===== config.mk =====
export PLATFORM = sky130hd
export DESIGN_NAME = dwell_driver
export DESIGN_NICKNAME = d
export VERILOG_FILES = /design/src/rtl/dwell_driver.sv
export SDC_FILE = /design/constraint.sdc
export NUM_CORES = 1
export LEC_CHECK = 0
export ABC_AREA = 1
export BUFFER_PORTS_ARGS = -buffer_cell sky130_fd_sc_hd__buf_2
export CELL_PAD_IN_SITES_DETAIL_PLACEMENT = 1
export CELL_PAD_IN_SITES_GLOBAL_PLACEMENT = 2
export CORE_ASPECT_RATIO = 1.5
export CORE_UTILIZATION = 32
export CTS_CLUSTER_SIZE = 10
export DETAILED_ROUTE_END_ITERATION = 8
export PLACE_DENSITY_LB_ADDON = 0.1
export SLEW_MARGIN = 5
export SYNTH_ARGS = -nofsm -noshare
export SYNTH_HDL_FRONTEND = slang
export SYNTH_SLANG_ARGS = --single-unit

===== constraint.sdc =====
create_clock -name Clk -period 4.1 [get_ports Clk]
set_clock_uncertainty 0.15 [all_clocks]
set_input_delay 0.615 -clock Clk [delete_from_list [all_inputs] [get_ports Clk]]
set_output_delay 0.615 -clock Clk [all_outputs]
set_load 0.05 [all_outputs]

===== src/rtl/dwell_driver.sv =====
// Transmit-side dwell driver: applies level or pulse commands to code_out and
// holds every resulting level for a programmable minimum number of cycles.
module dwell_driver #(
  parameter logic INIT_LEVEL = 1'b0
) (
  input  logic        Clk,
  input  logic        Rst_n,
  input  logic [31:0] Hold_Timer,
  input  logic [31:0] Pulse_Timer,
  input  logic        cmd_valid,
  input  logic        cmd_level,
  input  logic        cmd_pulse,
  output logic        cmd_ready,
  output logic        code_out,
  output logic        busy,
  output logic        done
);

  typedef enum logic [1:0] {
    IDLE  = 2'd0,
    PULSE = 2'd1,
    DWELL = 2'd2
  } state_t;

  state_t      state, state_n;
  logic [31:0] cnt, cnt_n;
  logic [31:0] hl, hl_n;
  logic [31:0] pl, pl_n;
  logic        code_n, ready_n, done_n, busy_n;
  logic        accept;

  assign accept = cmd_valid && cmd_ready;

  // NOTE: sequential state uses non-blocking assignments so every register
  // samples the values computed before the edge, independent of statement order.
  always_ff @(posedge Clk) begin
    if (!Rst_n) begin
      state     <= IDLE;
      cnt       <= '0;
      code_out  <= INIT_LEVEL;
      cmd_ready <= 1'b0;
      busy      <= 1'b0;
      done      <= 1'b0;
    end else begin
      state     <= state_n;
      cnt       <= cnt_n;
      code_out  <= code_n;
      cmd_ready <= ready_n;
      busy      <= busy_n;
      done      <= done_n;
    end
  end

  // NOTE: the latched timer copies carry no reset; they are always reloaded on
  // accept before any state reads them, so a reset term would only add logic.
  always_ff @(posedge Clk) begin
    hl <= hl_n;
    pl <= pl_n;
  end

  // NOTE: every output of this block gets a default first, so no path can
  // leave a value unassigned and infer a latch.
  always_comb begin
    state_n = state;
    cnt_n   = cnt;
    hl_n    = hl;
    pl_n    = pl;
    code_n  = code_out;
    ready_n = cmd_ready;
    done_n  = 1'b0;

    unique case (state)
      IDLE: begin
        ready_n = 1'b1;
        if (accept) begin
          hl_n = Hold_Timer;
          pl_n = Pulse_Timer;
          if (cmd_pulse) begin
            code_n  = ~code_out;
            cnt_n   = '0;
            state_n = PULSE;
            ready_n = 1'b0;
          end else if (cmd_level != code_out) begin
            code_n  = cmd_level;
            cnt_n   = '0;
            state_n = DWELL;
            ready_n = 1'b0;
          end else begin
            // Already at the requested level: complete without an edge.
            done_n = 1'b1;
          end
        end
      end

      PULSE: begin
        // Comparing before incrementing keeps cnt at or below the limit,
        // so an all-ones limit cannot overflow.
        if (cnt >= pl) begin
          code_n  = ~code_out;
          cnt_n   = '0;
          state_n = DWELL;
        end else begin
          cnt_n = cnt + 32'd1;
        end
      end

      DWELL: begin
        if (cnt >= hl) begin
          cnt_n   = '0;
          state_n = IDLE;
          ready_n = 1'b1;
          done_n  = 1'b1;
        end else begin
          cnt_n = cnt + 32'd1;
        end
      end

      default: begin
        state_n = IDLE;
        cnt_n   = '0;
      end
    endcase

    busy_n = (state_n != IDLE);
  end

endmodule


Word level (Yosys, flattened, before mapping)
Index checks and enable logic that the tools add are counted.

Add/subtract/negate cells: 1. $lt $le $gt $ge: 2. Eq/ne operators: 7. Multiplexer cells: 25. Bitwise gates (word level): 1. Reductions and logical operators: 9.

Operator list (number): 2-to-1 mux 32 bit (5); one-hot mux 32 bit (3 select lines) (1); >= comparator 32 bit (2); adder 32 x 1 -> 32 bit, second input constant (1); 2-to-1 mux 1 bit (10); 2-to-1 mux 2 bit (5); inequality test 2 bit, second input constant (3); one-hot mux 1 bit (2 select lines) (3); one-hot mux 2 bit (3 select lines) (1); AND reduction 2 bit (3); nonzero test 2 bit (3); AND reduction 4 bit (1); inequality test 3 bit, second input constant (1); equality test 2 x 1 -> 1 bit, second input constant (1); equality test 2 bit, second input constant (1); zero test 2 bit (1); logical AND 1 bit (1); inequality test 1 bit (1); inverter 1 bit (1).

Register bits after elaboration: 102. Output and inout port bits: 4. Word-level logic and storage cells: 53.

Logic depth before layout (Yosys ltp)
Gate-level depths: netlist of the first run.

Word-level depth: 6. Mapped depth: 18.

Worst setup path before layout of the first run
Ideal clock, no wire load.

Kind: reg-to-reg. From: register cmd_ready. To: register hl[0], enable pin. Setup time: 487 ps. Arrival: 3458 ps. Data required time: 3463 ps. Setup slack: 5 ps. Stages on the path, launching flop included: 3. Period minus slack after synthesis: 4095 ps. Cells stage by stage: dfxtp_1 nand2_1 nor2_1.

Longest elaborated chain between the ends: 2.

Ends and longest elaborated chain: from (decl) (RTL line 13) `output logic cmd_ready,`; from (signal assigned) (RTL line 48) `cmd_ready <= ready_n;`; logical AND 1 bit (RTL line 32) `assign accept = cmd_valid && cmd_ready;`; AND reduction 2 bit (no line); to (signal assigned) (RTL line 57) `hl <= hl_n;`; to (decl) (RTL line 27) `logic [31:0] hl, hl_n;`.

Every way passes these cells. A chain may end at the register's enable or synchronous reset.

Worst setup path in the final report of the first run
From: register cnt[25]. To: register cnt[4].

Longest elaborated chain between the ends: 3. Elaborated cells on any way between the ends: 5. Classes of those cells: order compare: 2; mux: 3.

Ends and longest elaborated chain: from (decl) (RTL line 26) `logic [31:0] cnt, cnt_n;`; from (signal assigned) (RTL line 46) `cnt <= cnt_n;`; >= comparator 32 bit (on tied branches) (RTL line 108, 98); 2-to-1 mux 32 bit (on tied branches) (RTL line 108, 98); one-hot mux 32 bit (3 select lines) * (RTL line 72) `unique case (state)`.

Mark *: on every way between the ends. The rest lies on a longest branch, timed or not.

==> results of run 1 <==
-- area by class of cell --
type	instances	area, um^2	share of cell area (%)
repair buffers	77	398	5.65
well taps	252	315	4.48
flip-flops and latches	102	2680	38.1
clock inverters	5	36.3	0.515
multi-input cells	483	2890	41.1
inverters	128	480	6.83
clock buffers	11	233	3.31
-- cell usage in the layout (no fill, tap or decap), types with 4 or more instances in the layout --
cell type    n
a21oi_1     56
edfxtp_1    64
nand3_1     42
nor3_2       5
xor2_1      19
nand2_1    182
o21ai_0      5
dfxtp_1     38
nor2_1      48
clkbuf_16    9
inv_1      124
nor3_1      11
o21a_1       4
buf_4        5
ha_1        69
nor2_2       5
xnor2_1     10
nand4_1      7
buf_2       72
a21o_1       4
-- per-layer routing --
| layer | GRT usage, % | up-vias | share of wire [%] |
|---|---|---|---|
| met5 | 0 | - | 0 |
| met4 | 5.82 | 0 | 1.9 |
| met3 | 2.40 | 21 | 2.3 |
| met2 | 35.0 | 60 | 58 |
| met1 | 16.8 | 2356 | 37 |
| li1 | - | 2489 | - |
-- cell families after synthesis --
family | Yosys count | share of synthesized area [%]
and+or+nand+nor | 310 | 22.1
buffers and inverters | 140 | 9.20
DFF | 102 | 43.7
AOI/OAI and AO/OA | 75 | 6.75
adders and majority gates | 69 | 14.1
xor gates and xnor gates | 29 | 4.14
-- sequential cells by signal (all words and copies together) (netlist names) --
name / flops
state: 2
cmd_ready: 1
busy: 1
code_out: 1
cnt: 32
pl: 32
hl: 32
done: 1
-- stage by stage --
step,power [uW],hold WS (ns),std cells
4_1_cts,2470,0.263,1058
3_5_place_dp,1650,0.348,1042
2_1_floorplan,1520,0.341,725
5_1_grt,2550,0.266,1058
3_3_place_gp,1630,0.334,1042
6_report,2410,0.281,1058
-- power groups by stage --
stage | sequential, uW | clock [uW] | combinational [uW]
2_1_floorplan | 1270 | 0 | 252
3_3_place_gp | 1240 | 0 | 386
3_5_place_dp | 1240 | 0 | 406
4_1_cts | 1220 | 839 | 408
5_1_grt | 1230 | 870 | 451
6_report | 1220 | 798 | 395
-- worst register-to-register path, stage by stage (launching register included) --
cell and delay [ns]:
dfxtp_1 0.52, ha_1 0.31, a21oi_1 0.15, o21ai_0 0.13, nand2_1 0.09, nand2_1 0.10
a21oi_1 0.23, nand3_1 0.13, nand2_2 0.56, nand3_1 0.17, a21oi_1 0.18
-- path summary, 6_finish.rpt --
check | cells past startpoint | from | to | slack, ns
hold reg to reg | 2 | code_out | code_out | 0.35
setup reg to reg | 10 | cnt[25] | cnt[4] | 1.29
setup / recovery | 10 | cnt[25] | cnt[4] | 1.29
hold / removal | 1 | Pulse_Timer[24] | pl[24] | 0.28
==> flow_metrics.py, run 1 <==
metrics = {
    "sta": {
        "min_period_over_period_pct": 68.6,
        "timing.fmax_ghz": 0.356,
        "slew_violations": 0,
        "fin_ws_ns": 1.29,
        "finalCriticalPeriod_ns": 2.81,
        "rsz0062_at_grt": "no",
        "slew_headroom_pct": 44.8,
        "fin_tns_setup_ns": 0,
        "hold_viol_final": 0,
        "setup-violations-final": 0,
        "worst_slew_pin_slew_ns": 0.827,
    },
    "clock_network": {
        "clockBufferDepth": 2,
        "postCtsHoldBufs": 0,
        "cts_tree": "yes",
        "clockRootBuffer": "clkbuf_16",
        "clk_pin_slew_ns": 0.08,
        "cts_buffers": 9,
        "post_cts_buffers": 0,
        "worstSkewPairLatency_ns": 0.35,
        "cts.htree.levels": 3,
        "cts_resized": 0,
        "cts.sinks": 102,
    },
    "synth": {
        "ys_warn_count": 0,
        "ys_top_cells_by_count": "nand2_1, inv_1, ha_1",
        "synth_edf_count": 64,
        "synthDistinctLibCells": 33,
        "syn_inst": 725,
        "ys.flop_type": "edfxtp_1",
        "synth-seq-area-share_pct": 43.7,
        "synth_top_area_share_pct": 31.3,
        "avgSynthCellArea_um2": 8.46,
        "yosys.area.top_type": "edfxtp_1",
        "ys_ff_latch": 102,
        "synthesis.nets": 863,
        "synth.area.top_cells": "edfxtp_1, ha_1, dfxtp_1",
        "netlist_area_um2": 6130,
        "synth_most_common_cell": "nand2_1",
        "synthArstFlopShare_pct": 0,
    },
    "placement": {
        "placed_area_um2": 6770,
        "pre_cts_ws_ns": 1.30,
        "place_congestion": 0.789,
        "dp_hpwl_um": 12200,
        "io_buffers": 72,
    },
    "critical_path": {
        "critical_path.max_fanout": 33,
        "startpoint_type": "register",
        "setup.worst_path.class": "reg -> reg",
        "end_kind": "register",
        "slowest_stage": "nand2_2",
        "crit_chain": "ha_1 -> a21oi_1 -> o21ai_0 -> nand2_1 -> nand2_1 -> a21oi_1 -> nand3_1 -> nand2_2 -> nand3_1 -> a21oi_1",
        "required_ns": 4.20,
        "crit_family": "simple AND/OR/NAND/NOR gates",
        "crit_top_cell": "a21oi_1",
        "critPathArrivalTime_ns": 2.92,
        "critPathMaxStageDelay_ns": 0.56,
        "path_buf_inv": 0,
    },
    "pwr": {
        "pwr-share-clk_pct": 33.1,
        "seqPwrFrac_pct": 50.6,
        "powerDensity_nw_per_um2": 343,
        "switching_power_uw": 694,
        "leakage_uw": 0.00337,
        "p_comb_share_pct": 16.4,
        "p_int_uw": 1720,
        "ir_drop_uv": 177,
        "swShare_pct": 28.8,
    },
    "drt": {
        "routedWlPerCell_um": 14.8,
        "drt_pre_antenna_iters": 4,
        "drc": 0,
        "vias": 4926,
        "routed_wirelength_um": 15700,
        "vias_per_cell": 4.66,
        "drtAntennaViolNets": 0,
        "dr.first_iter.drc_count": 150,
    },
    "grt": {
        "grt_pass1_vias": 5240,
        "antenna_found_initial": 0,
        "grt_start_max_net_pins": 65,
        "track_usage_pct": 17.0,
        "grt_pass1_wl_um": 25300,
        "overflow": 0,
    },
    "cells_and_area": {
        "drive_above_1_share_pct": 14.3,
        "antenna_cells": 0,
        "fin_util_pct": 37.8,
        "fin_area_um2": 7040,
        "fillers": 2280,
        "final_nets": 939,
        "syn2layout_area_growth_pct": 14.8,
    },
    "floorplan": {
        "die_w_um": 115,
        "fp.dieH_um": 172,
        "pin_count": 73,
        "die_area_um2": 19700,
        "core_um2": 18600,
        "start_util_pct": 32.9,
        "num_rows": 61,
    },
    "job": {
        "cap_violations": 0,
    },
    "worst_hold_path": {
        "hold_class": "in -> reg",
    },
    "outcome": {
        "status": "completed",
    },
}
Power figures use the tool's default switching activity.
==> inputs of run 2 (changes only) <==
--- a/config.mk
+++ b/config.mk
@@ -5,12 +5,12 @@
 export SDC_FILE = /design/constraint.sdc
 export NUM_CORES = 1
 export LEC_CHECK = 0
-export ABC_AREA = 1
+export ABC_AREA = 0
 export BUFFER_PORTS_ARGS = -buffer_cell sky130_fd_sc_hd__buf_2
 export CELL_PAD_IN_SITES_DETAIL_PLACEMENT = 1
 export CELL_PAD_IN_SITES_GLOBAL_PLACEMENT = 2
 export CORE_ASPECT_RATIO = 1.5
-export CORE_UTILIZATION = 32
+export CORE_UTILIZATION = 37
 export CTS_CLUSTER_SIZE = 10
 export DETAILED_ROUTE_END_ITERATION = 8
 export PLACE_DENSITY_LB_ADDON = 0.1
==> constraint.sdc (replaced) <==
create_clock -name Clk -period 2.67 [get_ports Clk]
set_clock_uncertainty 0.15 [all_clocks]
set_input_delay 0.4005 -clock Clk [delete_from_list [all_inputs] [get_ports Clk]]
set_output_delay 0.4005 -clock Clk [all_outputs]
set_load 0.05 [all_outputs]
==> flow_metrics.py, run 2 <==
metrics = {
    "pwr": {
        "p_comb_share_pct": 19.8,
        "seqPwrFrac_pct": 46.1,
        "p_int_uw": 3040,
        "leakage_uw": 0.00346,
        "switching_power_uw": 1160,
        "powerDensity_nw_per_um2": 539,
        "total_power_uw": 4200,
        "pwr-share-clk_pct": 34.2,
        "swShare_pct": 27.6,
        "ir_drop_uv": 287,
    },
    "critical_path": {
        "crit_top_cell": "o21ai_2",
        "required_ns": 2.78,
        "cp-startpoint": "pl[5]",
        "path_buf_inv": 3,
        "startpoint_type": "register",
        "crit_chain": "inv_2 -> ha_4 -> a21o_1 -> a221oi_2 -> o21ai_2 -> a311oi_4 -> o211ai_4 -> a211oi_4 -> buf_6 -> buf_12 -> o21ai_2 -> a31oi_1",
        "end_kind": "register",
        "critical_path.max_fanout": 6,
        "setup.worst_path.class": "reg -> reg",
        "critPathArrivalTime_ns": 3.11,
        "critPathMaxStageDelay_ns": 0.42,
        "slowest_stage": "a311oi_4",
        "timing.rr.start": "pl[5]",
        "crit_family": "compound AO/OA/AOI/OAI gates",
    },
    "synth": {
        "avgSynthCellArea_um2": 10.3,
        "synth_edf_count": 64,
        "syn_inst": 538,
        "ys_warn_count": 0,
        "synth_top_area_share_pct": 34.7,
        "synthesis.nets": 676,
        "ys.flop_type": "edfxtp_1",
        "netlist_area_um2": 5540,
        "synth.area.top_cells": "edfxtp_1, ha_1, dfxtp_1",
        "yosys.area.top_type": "edfxtp_1",
        "synth_most_common_cell": "inv_1",
        "synthDistinctLibCells": 53,
        "synthArstFlopShare_pct": 0,
        "ys_ff_latch": 102,
        "ys_top_cells_by_count": "inv_1, ha_1, edfxtp_1",
        "synth-seq-area-share_pct": 48.5,
    },
    "clock_network": {
        "cts.htree.levels": 3,
        "worstSkewPairLatency_ns": 0.36,
        "cts.sinks": 102,
        "clockBufferDepth": 2,
        "cts_buffers": 9,
        "postCtsHoldBufs": 0,
        "clockRootBuffer": "clkbuf_16",
        "clk_pin_slew_ns": 0.07,
        "cts_tree": "yes",
    },
    "drt": {
        "vias_per_cell": 5.16,
        "vias": 4677,
        "routedWlPerCell_um": 17.7,
        "dr.first_iter.drc_count": 104,
        "drc": 0,
        "drtAntennaViolNets": 0,
        "drt_pre_antenna_iters": 4,
        "routed_wirelength_um": 16000,
    },
    "floorplan": {
        "pin_count": 73,
        "fp.dieH_um": 152,
        "die_area_um2": 15500,
        "die_w_um": 102,
        "num_rows": 54,
        "core_um2": 14600,
        "start_util_pct": 37.9,
    },
    "job": {
        "cap_violations": 0,
    },
    "sta": {
        "fin_ws_ns": -0.331,
        "rsz0062_at_grt": "yes",
        "slew_headroom_pct": 45.2,
        "worst_slew_pin_slew_ns": 0.823,
        "slew_violations": 0,
        "fin_tns_setup_ns": -8.68,
        "setup-violations-final": 36,
        "hold_viol_final": 0,
        "min_period_over_period_pct": 112,
        "finalCriticalPeriod_ns": 3.00,
        "timing.fmax_ghz": 0.333,
        "worst_hold_slack_ns": 0.0632,
    },
    "worst_hold_path": {
        "hold_class": "in -> reg",
        "min-delay-start": "Pulse_Timer[1]",
    },
    "cells_and_area": {
        "fillers": 1607,
        "antenna_cells": 0,
        "top_regs": "cnt (32), hl (32), pl (32)",
        "mostFrequentLayoutCells": "buf_4, buf_2, inv_1, edfxtp_1, ha_1",
        "final_common_cell": "buf_4",
        "fin_area_um2": 7790,
        "drive_above_1_share_pct": 39.1,
        "syn2layout_area_growth_pct": 40.8,
        "final_nets": 844,
    },
    "placement": {
        "placed_area_um2": 6620,
        "pre_cts_ws_ns": -0.398,
        "place_congestion": 0.847,
        "dp_hpwl_um": 11300,
        "io_buffers": 72,
    },
    "grt": {
        "antenna_found_initial": 0,
        "grt_pass1_vias": 5144,
        "grtUsageMet3_pct": 2.16,
        "use_met1_pct": 22.9,
        "grt_start_max_net_pins": 34,
        "track_usage_pct": 22.0,
        "grt_pass1_wl_um": 25600,
        "overflow": 0,
        "gr-usage-met2_pct": 41.6,
        "top_usage_layer": "met2",
    },
    "outcome": {
        "violations": "negative setup slack",
        "status": "finished, violations left",
    },
}
-- run 2: cell types whose count changed in the layout (fill, tap and decap cells not counted), sizes merged, moves of 11 or more --
cell	previous run	this run
nand2b	0	11
nand3	45	26
buf	77	166
nor2	55	18
nand2	185	49
o21ai	5	24
xor2	19	2
inv	125	73
a31oi	1	16
nor3	18	6
a21oi	59	41
-- run 2: worst paths after layout --
| path | endpoint | slack (ns) | cells past startpoint |
|---|---|---|---|
| setup / recovery | cnt[5] | -0.33 | 12 |
| hold / removal | pl[1] | 0.06 | 1 |
| setup reg to reg | cnt[5] | -0.33 | 12 |
| hold reg to reg | code_out | 0.36 | 2 |
-- run 2: cell families after synthesis --
logic type | count (synthesis) | share of synthesized area, %
AND/OR/NAND/NOR | 153 | 14.2
AO/OA/AOI/OAI | 127 | 14.8
flip-flops | 102 | 48.5
buffers and inverters | 82 | 6.06
adder cells (fa/ha/maj) | 69 | 15.6
XOR/XNOR | 3 | 0.475
multiplexers | 2 | 0.362
-- run 2: worst reg2reg max path: stages (launching register included) --
cell and delay (ns):
edfxtp_1 0.38, inv_2 0.07, ha_4 0.19, a21o_1 0.19, a221oi_2 0.30, o21ai_2 0.13
a311oi_4 0.42, o211ai_4 0.13, a211oi_4 0.36, buf_6 0.18, buf_12 0.13, o21ai_2 0.06
a31oi_1 0.21
-- run 2: repair_timing --
item	in CTS	in global routing
gates resized for setup	86	45
pin swaps	39	36
cloned	6	0
setup buffers	17	8
hold endpoints to repair	0	0
endpoints found under the setup margin	36	37
-- run 2: power groups by stage --
stage	clock network, uW	registers [uW]	logic, uW
2_1_floorplan	0	2010	366
3_3_place_gp	0	1960	639
3_5_place_dp	0	1970	677
4_1_cts	1470	1940	780
5_1_grt	1520	1950	921
6_report	1440	1940	830
-- run 2: area by class of cell --
type	count	area, um^2	share of cell area, %
inverters	73	274	3.52
flip-flops and latches	102	2700	34.7
repair buffers	166	1230	15.8
clock buffers	12	246	3.16
multi-input cells	354	3030	38.8
clock inverters	4	71.3	0.915
well taps	196	245	3.15
-- run 2: stage by stage --
step | utilization, % | instances
floorplan | - | 538
global placement | 45.4 | 866
detailed placement | 45.4 | 866
CTS | 52.4 | 904
global route | 53.4 | 907
finish | 53.4 | 907
-- run 2: routing by layer --
layer	part of all wire, %	vias up
met2	56	81
met5	0	-
met4	4.1	0
met3	2.0	32
li1	-	2299
met1	38	2265
==> inputs of run 3 (changes only) <==
--- a/config.mk
+++ b/config.mk
@@ -7,13 +7,10 @@
 export LEC_CHECK = 0
 export ABC_AREA = 0
 export BUFFER_PORTS_ARGS = -buffer_cell sky130_fd_sc_hd__buf_2
-export CELL_PAD_IN_SITES_DETAIL_PLACEMENT = 1
-export CELL_PAD_IN_SITES_GLOBAL_PLACEMENT = 2
 export CORE_ASPECT_RATIO = 1.5
-export CORE_UTILIZATION = 37
+export CORE_UTILIZATION = 45
 export CTS_CLUSTER_SIZE = 10
 export DETAILED_ROUTE_END_ITERATION = 8
-export PLACE_DENSITY_LB_ADDON = 0.1
 export SLEW_MARGIN = 5
 export SYNTH_ARGS = -nofsm -noshare
 export SYNTH_HDL_FRONTEND = slang
==> flow_metrics.py, run 3 (synthesis results as in run 2) <==
metrics = {
    "outcome": {
        "status": "finished, violations left",
        "violations": "negative setup slack",
    },
    "pwr": {
        "total_power_uw": 3880,
        "ir_drop_uv": 370,
        "powerDensity_nw_per_um2": 522,
        "leakage_uw": 0.00338,
    },
    "placement": {
        "io_buffers": 72,
        "place_congestion": 0.866,
        "dp_hpwl_um": 8850,
    },
    "critical_path": {
        "r2r_slack_ns": -0.21,
        "startpoint_type": "register",
        "setup.worst_path.class": "reg -> reg",
        "reg2reg_to": "cnt[8]",
        "timing.rr.start": "pl[5]",
        "cp-endpoint": "cnt[8]",
        "cp-startpoint": "pl[5]",
        "critPathArrivalTime_ns": 3.00,
        "reg2regPathDepth": 12,
        "end_kind": "register",
        "critical_path.max_fanout": 6,
        "required_ns": 2.79,
    },
    "clock_network": {
        "clockRootBuffer": "clkbuf_16",
        "cts.sinks": 102,
        "clockBufferDepth": 2,
        "postCtsHoldBufs": 0,
        "cts_tree": "yes",
        "cts.htree.levels": 3,
        "cts_buffers": 9,
        "clk_pin_slew_ns": 0.07,
        "worstSkewPairLatency_ns": 0.35,
    },
    "sta": {
        "slew_violations": 0,
        "slew_headroom_pct": 49.3,
        "finalCriticalPeriod_ns": 2.88,
        "fin_ws_ns": -0.213,
        "hold_viol_final": 0,
        "fin_tns_setup_ns": -4.34,
        "min_period_over_period_pct": 108,
        "timing.fmax_ghz": 0.347,
        "rsz0062_at_grt": "yes",
        "worst_slew_pin_slew_ns": 0.761,
        "setup-violations-final": 30,
    },
    "grt": {
        "track_usage_pct": 21.0,
        "grt_pass1_vias": 4491,
        "grt_start_max_net_pins": 37,
        "grt_pass1_wl_um": 20400,
        "overflow": 0,
        "antenna_found_initial": 0,
    },
    "cells_and_area": {
        "final_nets": 824,
        "syn2layout_area_growth_pct": 34.3,
        "drive_above_1_share_pct": 33.7,
        "fillers": 1016,
        "final_common_cell": "buf_2",
        "mostFrequentLayoutCells": "buf_2, inv_1, edfxtp_1, ha_1, buf_4",
        "top_regs": "cnt (32), hl (32), pl (32)",
        "antenna_cells": 0,
    },
    "drt": {
        "vias_per_cell": 5.32,
        "drtAntennaViolNets": 0,
        "drc": 0,
        "routed_wirelength_um": 13000,
        "routedWlPerCell_um": 15.4,
        "vias": 4490,
        "drt_pre_antenna_iters": 4,
        "dr.first_iter.drc_count": 169,
    },
    "floorplan": {
        "die_w_um": 92.6,
        "core_um2": 12000,
        "die_area_um2": 12800,
        "num_rows": 49,
        "pin_count": 73,
        "start_util_pct": 46.1,
        "fp.dieH_um": 138,
    },
    "job": {
        "cap_violations": 0,
    },
    "worst_hold_path": {
        "hold_class": "in -> reg",
    },
}
run 3: cell types whose count changed in the layout (fill, tap and decap cells not counted), sizes merged:
cell      change
buf          -22
bufinv        -2
clkbuf        +2
clkinvlp      +1
inv           +1
run 3: area by class of cell:
cell class	count	area, um^2	share of cell area [%]
clock buffers	12	236	3.18
flip-flops and latches	102	2690	36.1
clock inverters	4	32.5	0.437
well taps	153	191	2.57
multi-input cells	354	2920	39.3
inverters	73	274	3.69
repair buffers	146	1090	14.7
run 3: repair_timing:
item	CTS	global route
pin swaps	33	22
resized for setup	52	40
gates cloned	5	2
setup buffers	6	3
endpoints found under the setup margin	33	34
run 3: metrics by stage:
stage	util [%]	instances	worst slack [ns]	hold slack [ns]	instance area, um^2
global route	61.9	844	-0.320	0.0546	7440
floorplan	-	538	0.0111	0.324	5540
global placement	54.0	813	-0.224	0.335	6490
detailed placement	54.0	813	-0.279	0.354	6490
CTS	59.5	840	-0.146	0.0613	7150
finish	61.9	844	-0.213	0.0690	7440
run 3: per-layer routing:
| metal | track usage, % | part of all wire, % |
|---|---|---|
| met1 | 22.1 | 39 |
| met2 | 40.0 | 54 |
| met3 | 3.84 | 3.7 |
| met4 | 10.1 | 3.4 |
| met5 | 0 | 0 |
run 3: how the worst min path moves through the flow:
stage                     from        to  slack, ns  cells past startpoint
4_1_cts        Pulse_Timer[29]    pl[29]       0.06                      1
5_1_grt        Pulse_Timer[30]    pl[30]       0.05                      1
6_report       Pulse_Timer[25]    pl[25]       0.07                      1
3_5_place_dp          code_out  code_out       0.35                      2
2_1_floorplan          cnt[30]   cnt[30]       0.32                      2
3_3_place_gp          code_out  code_out       0.33                      2
run 3: critical path: stages (launching register included):
cell and delay (ns):
edfxtp_1 0.38, inv_2 0.08, ha_4 0.19, and3_4 0.18, a221oi_2 0.25, o21ai_2 0.12
a311oi_4 0.32, o211ai_2 0.18, a211oi_4 0.36, buf_6 0.21, clkbuf_16 0.17, a21oi_2 0.05
a31oi_1 0.16
run 3: power breakdown:
part | switching (uW) | internal [uW]
Clock | 585 | 639
Sequential | 54.8 | 1880
Combinational | 456 | 268
Total | 1100 | 2780
